`config.mk`:
```
export PLATFORM = sky130hd
export DESIGN_NAME = gpr_wb_scheduler
export DESIGN_NICKNAME = d
export VERILOG_FILES = /design/src/rtl/gpr_wb_scheduler.sv
export SDC_FILE = /design/constraint.sdc
export NUM_CORES = 1
export LEC_CHECK = 0
export CORE_UTILIZATION = 43
export DETAILED_ROUTE_END_ITERATION = 8
export HOLD_SLACK_MARGIN = 0.02
export PLACE_DENSITY = 0.88
export SYNTH_ARGS = -nofsm -noshare
export SYNTH_HDL_FRONTEND = slang
export SYNTH_SLANG_ARGS = --single-unit
```
`constraint.sdc`:
```
create_clock -name clock -period 3.9 [get_ports clock]
set_input_delay 0.975 -clock clock [delete_from_list [all_inputs] [get_ports clock]]
set_output_delay 0.975 -clock clock [all_outputs]
set_load 0.05 [all_outputs]
```
`src/rtl/gpr_wb_scheduler.sv`:
```
// GPR write-port scheduler: round-robin ALU/load writeback arbitration, busy scoreboard, RAW/WAW issue stall.
// Latency: one cycle from an accepted writeback to the registered GPR write strobe.
// Backpressure: the loser of a contest sees ready low; issue stalls while a source or destination is busy.
// GPR_WB_FWD_EN adds a forwarding bus and masks hazards on the register currently being written.
module gpr_wb_scheduler #(
    parameter int XLEN = 32,
    parameter int AW   = 5
) (
    input  logic                 clock,
    input  logic                 reset,
    input  logic                 iss_valid,
    input  logic [AW-1:0]        iss_rd,
    input  logic [AW-1:0]        iss_rs1,
    input  logic [AW-1:0]        iss_rs2,
    output logic                 iss_ready,
    input  logic                 req0_valid,
    input  logic [AW-1:0]        req0_rd,
    input  logic [XLEN-1:0]      req0_data,
    output logic                 req0_ready,
    input  logic                 req1_valid,
    input  logic [AW-1:0]        req1_rd,
    input  logic [XLEN-1:0]      req1_data,
    output logic                 req1_ready,
    output logic                 gpr_reg_write,
    output logic [AW-1:0]        gpr_rd,
    output logic [XLEN-1:0]      gpr_write_data,
`ifdef GPR_WB_FWD_EN
    output logic                 fwd_valid,
    output logic [AW-1:0]        fwd_rd,
    output logic [XLEN-1:0]      fwd_data,
`endif
    output logic [(2**AW)-1:0]   busy_vec
);
    localparam int NREG = 2**AW;

    logic            last_grant_q, last_grant_d;
    logic            wr_q, wr_d;
    logic [AW-1:0]   rd_q, rd_d;
    logic [XLEN-1:0] data_q, data_d;
    logic [NREG-1:0] busy_q, busy_d;

    logic            gnt0, gnt1;
    logic [AW-1:0]   wb_rd;
    logic [XLEN-1:0] wb_data;
    logic            haz_rs1, haz_rs2, haz_rd;
    logic            fwd_hit;

    // last_grant_q == 1 means req1 won most recently, so req0 wins the next contest.
    always_comb begin
        gnt0         = req0_valid && (!req1_valid || last_grant_q);
        gnt1         = req1_valid && (!req0_valid || !last_grant_q);
        last_grant_d = last_grant_q;
        wb_rd        = '0;
        wb_data      = '0;
        if (gnt0) begin
            last_grant_d = 1'b0;
            wb_rd        = req0_rd;
            wb_data      = req0_data;
        end else if (gnt1) begin
            last_grant_d = 1'b1;
            wb_rd        = req1_rd;
            wb_data      = req1_data;
        end
        wr_d   = (gnt0 || gnt1) && (wb_rd != '0);
        rd_d   = wr_d ? wb_rd : rd_q;
        data_d = wr_d ? wb_data : data_q;
    end

    always_comb begin
        fwd_hit = wr_q && (rd_q != '0);
`ifdef GPR_WB_FWD_EN
        haz_rs1 = busy_q[iss_rs1] && !(fwd_hit && (iss_rs1 == rd_q));
        haz_rs2 = busy_q[iss_rs2] && !(fwd_hit && (iss_rs2 == rd_q));
        haz_rd  = busy_q[iss_rd]  && !(fwd_hit && (iss_rd  == rd_q));
`else
        haz_rs1 = busy_q[iss_rs1];
        haz_rs2 = busy_q[iss_rs2];
        haz_rd  = busy_q[iss_rd];
`endif
        iss_ready = !(haz_rs1 || haz_rs2 || haz_rd);
        // Clear first so that a same-register set in this cycle wins.
        busy_d = busy_q;
        if (fwd_hit) begin
            busy_d[rd_q] = 1'b0;
        end
        if (iss_valid && iss_ready && (iss_rd != '0)) begin
            busy_d[iss_rd] = 1'b1;
        end
        busy_d[0] = 1'b0;
    end

    always_ff @(posedge clock) begin
        if (!reset) begin
            last_grant_q <= 1'b1;
            wr_q         <= 1'b0;
            rd_q         <= '0;
            data_q       <= '0;
            busy_q       <= '0;
        end else begin
            last_grant_q <= last_grant_d;
            wr_q         <= wr_d;
            rd_q         <= rd_d;
            data_q       <= data_d;
            busy_q       <= busy_d;
        end
    end

    assign req0_ready     = gnt0;
    assign req1_ready     = gnt1;
    assign gpr_reg_write  = wr_q;
    assign gpr_rd         = rd_q;
    assign gpr_write_data = data_q;
    assign busy_vec       = busy_q;
`ifdef GPR_WB_FWD_EN
    assign fwd_valid      = fwd_hit;
    assign fwd_rd         = rd_q;
    assign fwd_data       = data_q;
`endif
endmodule

```
== Word-level counts from Yosys, hierarchy flattened ==
Index checks and enable logic that the tools add are counted.

* Input port bits: 94
* Word-level logic and storage cells: 54
* Register bits: 71

* Multiplexer cells: 18
* Order comparisons: 6
* Reduce and logical (&&, ||, !) cells: 21
* Bitwise logic cells: 3

{| class="wikitable"
|+ Operator list
! cell !! number
|-
| two-way mux 32 bit || 4
|-
| AND 32 bit || 1
|-
| inverter 32 bit || 1
|-
| bitwise OR 32 bit || 1
|-
| < comparator 5 x 6 -> 1 bit, second input constant || 4
|-
| binary-select mux 1 bit (select 5 bit) || 3
|-
| nonzero test 5 bit || 3
|-
| demux 1 bit (select 5 bit) || 2
|-
| greater-or-equal comparator 5 x 1 -> 1 bit, second input constant || 2
|-
| two-way mux 5 bit || 2
|-
| logical AND 1 bit || 8
|-
| two-way mux 1 bit || 7
|-
| logical OR 1 bit || 5
|-
| logical NOT 1 bit || 4
|-
| nonzero test 2 bit || 1
|}

== Longest topological paths before layout ==
Gate-level depths: netlist (run 1).

* Word-level depth: 9
* Mapped depth: 8

== Least setup slack after synthesis (run 1) ==
OpenSTA, ideal clock, no wires.

* Kind: in2out
* Start point: input iss_rd[1]
* End point: output iss_ready
* Arrival time: 2.864 ns
* Buffers on the path: 1
* Stages: 6
* Data required time: 2.925 ns
* Path slack: 0.061 ns
* Cell sequence: buf_2 mux2_2 and4_1 a311o_1 a311oi_1 and4_2

* Longest elaborated chain between the ends: 4

{| class="wikitable"
|+ Ends and longest elaborated chain
! element !! line !! RTL
|-
| start: declaration || 12 || <nowiki>input logic [AW-1:0] iss_rd,</nowiki>
|-
| binary-select mux 1 bit (select 5 bit) || 78 || <nowiki>haz_rd = busy_q[iss_rd];</nowiki>
|-
| two-way mux 1 bit (not written as such) || 78 ||
|-
| logical OR 1 bit || 80 || <nowiki>iss_ready = !(haz_rs1 || haz_rs2 || haz_rd);</nowiki>
|-
| logical NOT 1 bit || 80 ||
|-
| end: declaration || 15 || <nowiki>output logic iss_ready,</nowiki>
|}

Every way passes these cells. The select of a mux whose other input is x is not followed.

== Final worst setup path (run 1) ==
Ends and elaborated chain as after synthesis.

==> results of run 1 <==
[cell usage in the layout (no fill, tap or decap), drive strengths merged, types with 4 or more instances in the layout]
cell type | synthesis | routed
a21boi | 5 | 5
a221oi | 34 | 34
a32oi | 4 | 4
buf | 14 | 39
clkbuf | 26 | 10
clkdlybuf4s50 | 0 | 152
dfxtp | 70 | 70
dlygate4sd2 | 0 | 6
mux2 | 5 | 5
mux2i | 21 | 21
mux4 | 12 | 12
nand2 | 21 | 21
nand2b | 10 | 10
nand3 | 12 | 12
nand4 | 11 | 11
nor2 | 41 | 41
nor2b | 9 | 9
nor3b | 33 | 33
o211ai | 30 | 30
o21ai | 34 | 34
[what timing repair did]
item	4_1_cts	5_1_grt
resized for setup	14	3
setup endpoints to repair	1	1
pin swaps	2	1
buffers inserted	3	0
[power breakdown]
group          switching (W)  internal (W)
logic               0.000345      0.000265
registers          0.0000353      0.000756
clock network       0.000273      0.000375
[cells by family after synthesis]
| kind of cell | count (synthesis) | synth area share |
|---|---|---|
| muxes | 38 | 0.140 |
| other | 1 | 0.000950 |
| and+or+nand+nor | 154 | 0.218 |
| buffers and inverters | 43 | 0.0497 |
| DFF | 70 | 0.355 |
| AOI/OAI and AO/OA | 124 | 0.236 |
[stage by stage]
stage,util,area [um2],setup TNS (ns)
after floorplan,-,3950,0
after global placement,0.666,5860,-0.190
after detailed placement,0.666,5860,-0.201
after CTS,0.695,6120,0
after global routing,0.696,6130,0
final,0.696,6130,0
[state kept, by name, summed over array words and instances (netlist names)]
| name | count |
|---|---|
| busy_vec | 31 |
| gpr_rd | 5 |
| gpr_reg_write | 1 |
| gpr_write_data | 32 |
| last_grant_q | 1 |
[layout make-up]
cell class / count / area, um2
Clock inverter: 5 / 83.8
Fill cell: 684 / 2680
Sequential cell: 70 / 1400
Inverter: 3 / 11.3
Tap cell: 108 / 135
Multi-Input combinational cell: 317 / 2380
Clock buffer: 10 / 138
Timing Repair Buffer: 200 / 1980
[how the worst max path moves through the flow]
stage | from | endpoint | slack, ns
2_1_floorplan | iss_rd[1] | iss_ready | 0.06
6_report | iss_rd[1] | iss_ready | 0.1
4_1_cts | iss_rs1[0] | iss_ready | 0.02
3_3_place_gp | iss_rs1[1] | iss_ready | -0.19
3_5_place_dp | iss_rs1[1] | iss_ready | -0.20
5_1_grt | iss_rd[1] | iss_ready | 0.006
[per-layer routing]
metal	GRT usage	wire, um	vias up	part of all wire
met5	0	0	-	0
met4	0.148	551	0	0.038
met1	0.342	5480	2094	0.38
li1	-	-	2008	-
met2	0.527	7100	281	0.49
met3	0.0852	1410	52	0.097
[worst max-delay path, stage by stage]
cell and delay (ns):
sky130_fd_sc_hd__dlygate4sd2_1 0.29, sky130_fd_sc_hd__buf_4 0.19, sky130_fd_sc_hd__mux2i_1 0.20, sky130_fd_sc_hd__o22ai_1 0.09, sky130_fd_sc_hd__a311o_1 0.36, sky130_fd_sc_hd__a311oi_2 0.30
sky130_fd_sc_hd__and4_4 0.28, sky130_fd_sc_hd__buf_12 0.13
==> out/metrics.cfg, run 1 <==
[sta]
post-route-min-period_ns = 3.80
count_of_pins_over_their_slew_limit = 0
worst-slew-pin-transition_ns = 1.18
post_route_clock_skew_ns = 0.00659
hold_slack_final_ns = 0.499
grt_setup_unrepaired = no
final.setup.worst_slack_ns = 0.0985
slew_headroom = 0.212
report.final.hold_viol_count = 0
max_freq_mhz = 263
setup-violations-final = 0
timing.final.crit_share = 0.975

[clocking]
tritoncts.num_buffers = 9
post_cts_hold_buffer_count = 0
clock_tree.root_cell = sky130_fd_sc_hd__clkbuf_8
tritoncts_num_sinks = 70
clock_path_buffers = 2
clk-insertion-delay-late_ns = 0.35
cts.htree.levels = 3
clkSlewWorstSetupHoldPaths_ns = 0.07
tritoncts = yes

[global_routing]
antenna_found_initial = 0
gr-total-overflow = 0
grt_first_pass_wirelength_um = 22800
first_global_vias = 4356
maximum_number_of_pins_on_one_net_before_global_route_repair = 39
grtUsageTotal = 0.304

[route]
drt-pass1-iter-count = 8
drtIter0Drc = 406
drt-wirelength-per-cell_um = 20.4
via_count = 4435
vias_per_cell = 6.22
remaining_drc_errors = 26
total_wirelength_of_the_detailed_routed_design_um = 14500
drtAntennaViolNets = 0

[die]
design.core.area_mm2 = 0.00881
die_span_x_um = 97.8
placementRows = 34
ioPinCount = 167
initial_core_util = 0.448
fp.dieH_um = 97.8
floorplan.die_area_mm2 = 0.00957

[layout]
layout-drive-gt1-share = 0.127
post_layout_nonfiller_instances = 713
num_antenna_cells = 0
area_growth_pct = 55.2
finalNetCount = 695

[hold_path]
min-delay-path-class = reg2reg
min_delay_path_depth = 2
hold_path.startpoint = gpr_write_data[3]$_SDFFE_PN0P_
hold_path_end = gpr_write_data[3]$_SDFFE_PN0P_

[logic_synthesis]
synthArstFlopShare = 0
avgSynthCellArea_um2 = 9.18
synth.area.top_cells = sky130_fd_sc_hd__dfxtp_1, sky130_fd_sc_hd__a221oi_1, sky130_fd_sc_hd__nor3b_1
yosys_most_used_dff = sky130_fd_sc_hd__dfxtp_1
synthesis.area_mm2 = 0.00395
synthMostInstantiatedCell = sky130_fd_sc_hd__dfxtp_1
yosys.cell_types.count = 51
most_area_hungry_cell_type_in_the_yosys_netlist = sky130_fd_sc_hd__dfxtp_1
synthDominantCellAreaShare = 0.355
sequential_area_share_after_synthesis = 0.355
synthesis.yosys.warnings = 0
syn-instance-count = 430
post_synth_most_frequent_cells = sky130_fd_sc_hd__dfxtp_1, sky130_fd_sc_hd__nor2_1, sky130_fd_sc_hd__a221oi_1, sky130_fd_sc_hd__nor3b_1, sky130_fd_sc_hd__o211ai_1
synth_edf_count = 0
synth_seq_cells = 70
mappedNetlistNets = 524

[worst_setup_path]
crit_path_end_kind = output port
r2r_setup_slack_ns = 1.38
worstSetupPathType = in2out
timing.rr.start = last_grant_q$_SDFFE_PN1P_
critical_path.max_fanout = 6
crit_required_ns = 2.92
worstReg2RegEnd = gpr_write_data[29]$_SDFFE_PN0P_
critPathLaunchType = input pin
worst-endpoint-arrival_ns = 2.83
reg2regPathDepth = 5

[place]
dp.cells = 695
place_ws_ns = -0.201
io_buffer_count = 165
gp_congestion = 0.911
dp_hpwl_um = 11100

[power]
power_density_mw_per_mm2 = 334
vdd_drop_max_mv = 0.277
fin_total_pwr_w = 0.00205
p_leak_nw = 2.24

[status]
violations = DRC
outcome = finished with violations

[flow_run]
max_cap_violations = 0

Note: power is estimated with default switching activity, not from simulation.
==> run 2: changes to the inputs <==
- CORE_ASPECT_RATIO: default -> 0.5
==> run 2 against run 1 <==
  * The flow now finishes without violations
  * Critical path depth down 1
  * Worst hold slack worse by 0.0064 ns
  * Combinational power about the same
  * Highest routed layer unchanged
==> out/metrics.cfg, run 2 (synthesis gave the netlist of run 1 again) <==
[sta]
worst-slew-pin-transition_ns = 0.686
final.setup.worst_slack_ns = 0.0809
timing.final.crit_share = 0.979
hold_slack_final_ns = 0.492
max_freq_mhz = 262
setup-violations-final = 0
count_of_pins_over_their_slew_limit = 0
post-route-min-period_ns = 3.82
grt_setup_unrepaired = no
report.final.hold_viol_count = 0
post_route_clock_skew_ns = 0.00552
slew_headroom = 0.537

[global_routing]
first_global_vias = 4317
grt_first_pass_wirelength_um = 21600
antenna_found_initial = 0
gr-total-overflow = 0
maximum_number_of_pins_on_one_net_before_global_route_repair = 40
grtUsageTotal = 0.292

[power]
p_leak_nw = 2.28
power_density_mw_per_mm2 = 341
clock_network_fraction_of_design_power = 0.340
pwr-share-seq = 0.372
vdd_drop_max_mv = 0.262
switching_power_share_of_the_total = 0.315
net-switching-power_w = 0.000668
pwr-share-comb = 0.288
internal_power_w = 0.00145

[die]
placementRows = 24
fp.dieH_um = 69.8
initial_core_util = 0.449
floorplan.die_area_mm2 = 0.00959
design.core.area_mm2 = 0.00880
die_span_x_um = 138
ioPinCount = 167

[worst_setup_path]
slowest_delay_ns = 0.57
worst-endpoint-arrival_ns = 2.84
r2r_setup_slack_ns = 1.57
worstSetupPathType = in2out
critPathLaunchType = input pin
worstPathCellList = clkdlybuf4s50_1 -> nand2b_1 -> o22ai_1 -> a311o_1 -> a311oi_2 -> and4_4 -> buf_12
crit_path_end_kind = output port
worstReg2RegEnd = busy_vec[23]$_SDFF_PN0_
timing.rr.start = busy_vec[28]$_SDFF_PN0_
critPathSlowestCell = sky130_fd_sc_hd__clkdlybuf4s50_1
reg2regPathDepth = 8
critical_path.max_fanout = 4
crit_required_ns = 2.92

[layout]
layout-drive-gt1-share = 0.130
final.fill_count = 698
num_antenna_cells = 0
area_growth_pct = 57.5
layout.cells.most_common = sky130_fd_sc_hd__clkdlybuf4s50_1
largest_reg_flops = 32
final_cell_mix = sky130_fd_sc_hd__clkdlybuf4s50_1, sky130_fd_sc_hd__dfxtp_1, sky130_fd_sc_hd__nor2_1
finalNetCount = 698

[hold_path]
min-delay-path-class = reg2reg
hold_path.startpoint = gpr_write_data[15]$_SDFFE_PN0P_
min_delay_path_depth = 2
hold_path_end = gpr_write_data[15]$_SDFFE_PN0P_

[place]
gp_congestion = 1.03
dp_hpwl_um = 9990
io_buffer_count = 165
place_ws_ns = -0.191

[route]
vias_per_cell = 6.01
via_count = 4363
drtIter0Drc = 362
remaining_drc_errors = 0
drt-wirelength-per-cell_um = 18.7
drtAntennaViolNets = 0
drt-pass1-iter-count = 5
total_wirelength_of_the_detailed_routed_design_um = 13600

[clocking]
clock_path_buffers = 2
tritoncts = yes
cts.htree.levels = 3
clk-insertion-delay-late_ns = 0.33
clkSlewWorstSetupHoldPaths_ns = 0.05
clock_tree.root_cell = sky130_fd_sc_hd__clkbuf_16
tritoncts_num_sinks = 70
tritoncts.num_buffers = 9
post_cts_hold_buffer_count = 0

[flow_run]
max_cap_violations = 0

[status]
outcome = finished, final reports clean

## run 2: power by group through the flow
stage          Clock (W)  Sequential (W)  Combinational (W)
6_report        0.000722        0.000789           0.000610
3_5_place_dp           0        0.000804           0.000601
3_3_place_gp           0        0.000801           0.000593
4_1_cts         0.000729        0.000789           0.000610
2_1_floorplan          0        0.000935           0.000203
5_1_grt         0.000760        0.000795           0.000646
## run 2: repair_timing
| item | in CTS | in global routing |
|---|---|---|
| endpoints found under the setup margin | 1 | 1 |
| pin swaps | 3 | 0 |
| setup buffers | 3 | 0 |
| gates resized for setup | 18 | 3 |
| gates cloned | 0 | 0 |
## run 2: final cells by class
type | count | area, um2 | area share
inverter | 3 | 11.3 | 0.00181
clock inverter | 4 | 23.8 | 0.00382
multi-input combinational | 317 | 2400 | 0.386
clock buffer | 12 | 236 | 0.0380
sequential | 70 | 1400 | 0.225
tap | 117 | 146 | 0.0235
timing repair buffer | 203 | 2000 | 0.322
## run 2: through the flow
step                TNS, ns  power (W)  utilization  cell area, um2  cells
floorplan                 0    0.00114            -            3950    430
global placement     -0.182    0.00139        0.669            5880    707
detailed placement   -0.191    0.00140        0.669            5880    707
CTS                       0    0.00213        0.706            6210    726
global route              0    0.00220        0.707            6220    726
finish                    0    0.00212        0.707            6220    726
## run 2: layer usage
layer,vias to the layer above,wire [um],track usage
met1,2090,5370,0.343
met2,208,6690,0.490
met3,43,1080,0.0797
met4,0,437,0.142
li1,2022,-,-
met5,-,0,0
## run 2: worst max path at each step
stage / from / end / slack (ns) / cells past startpoint
CTS: iss_rd[3] / iss_ready / 0.03 / 7
finish: iss_rd[0] / iss_ready / 0.08 / 7
detailed placement: iss_rs2[0] / iss_ready / -0.19 / 6
floorplan: iss_rd[1] / iss_ready / 0.06 / 6
global route: iss_rd[0] / iss_ready / 0.04 / 7
global placement: iss_rs2[0] / iss_ready / -0.18 / 6
## run 2: critical path, delay by kind of cell
kind / cells / cell delay [ns]
AO/OA/AOI/OAI: 3 / 0.73
buffers and inverters: 2 / 0.71
AND/OR/NAND/NOR: 2 / 0.43
==> run 3: changes to the inputs <==
- TNS_END_PERCENT: default -> 30
==> results of run 3 <==
No change in the layout: final DEF, timing and power equal those of run 2.
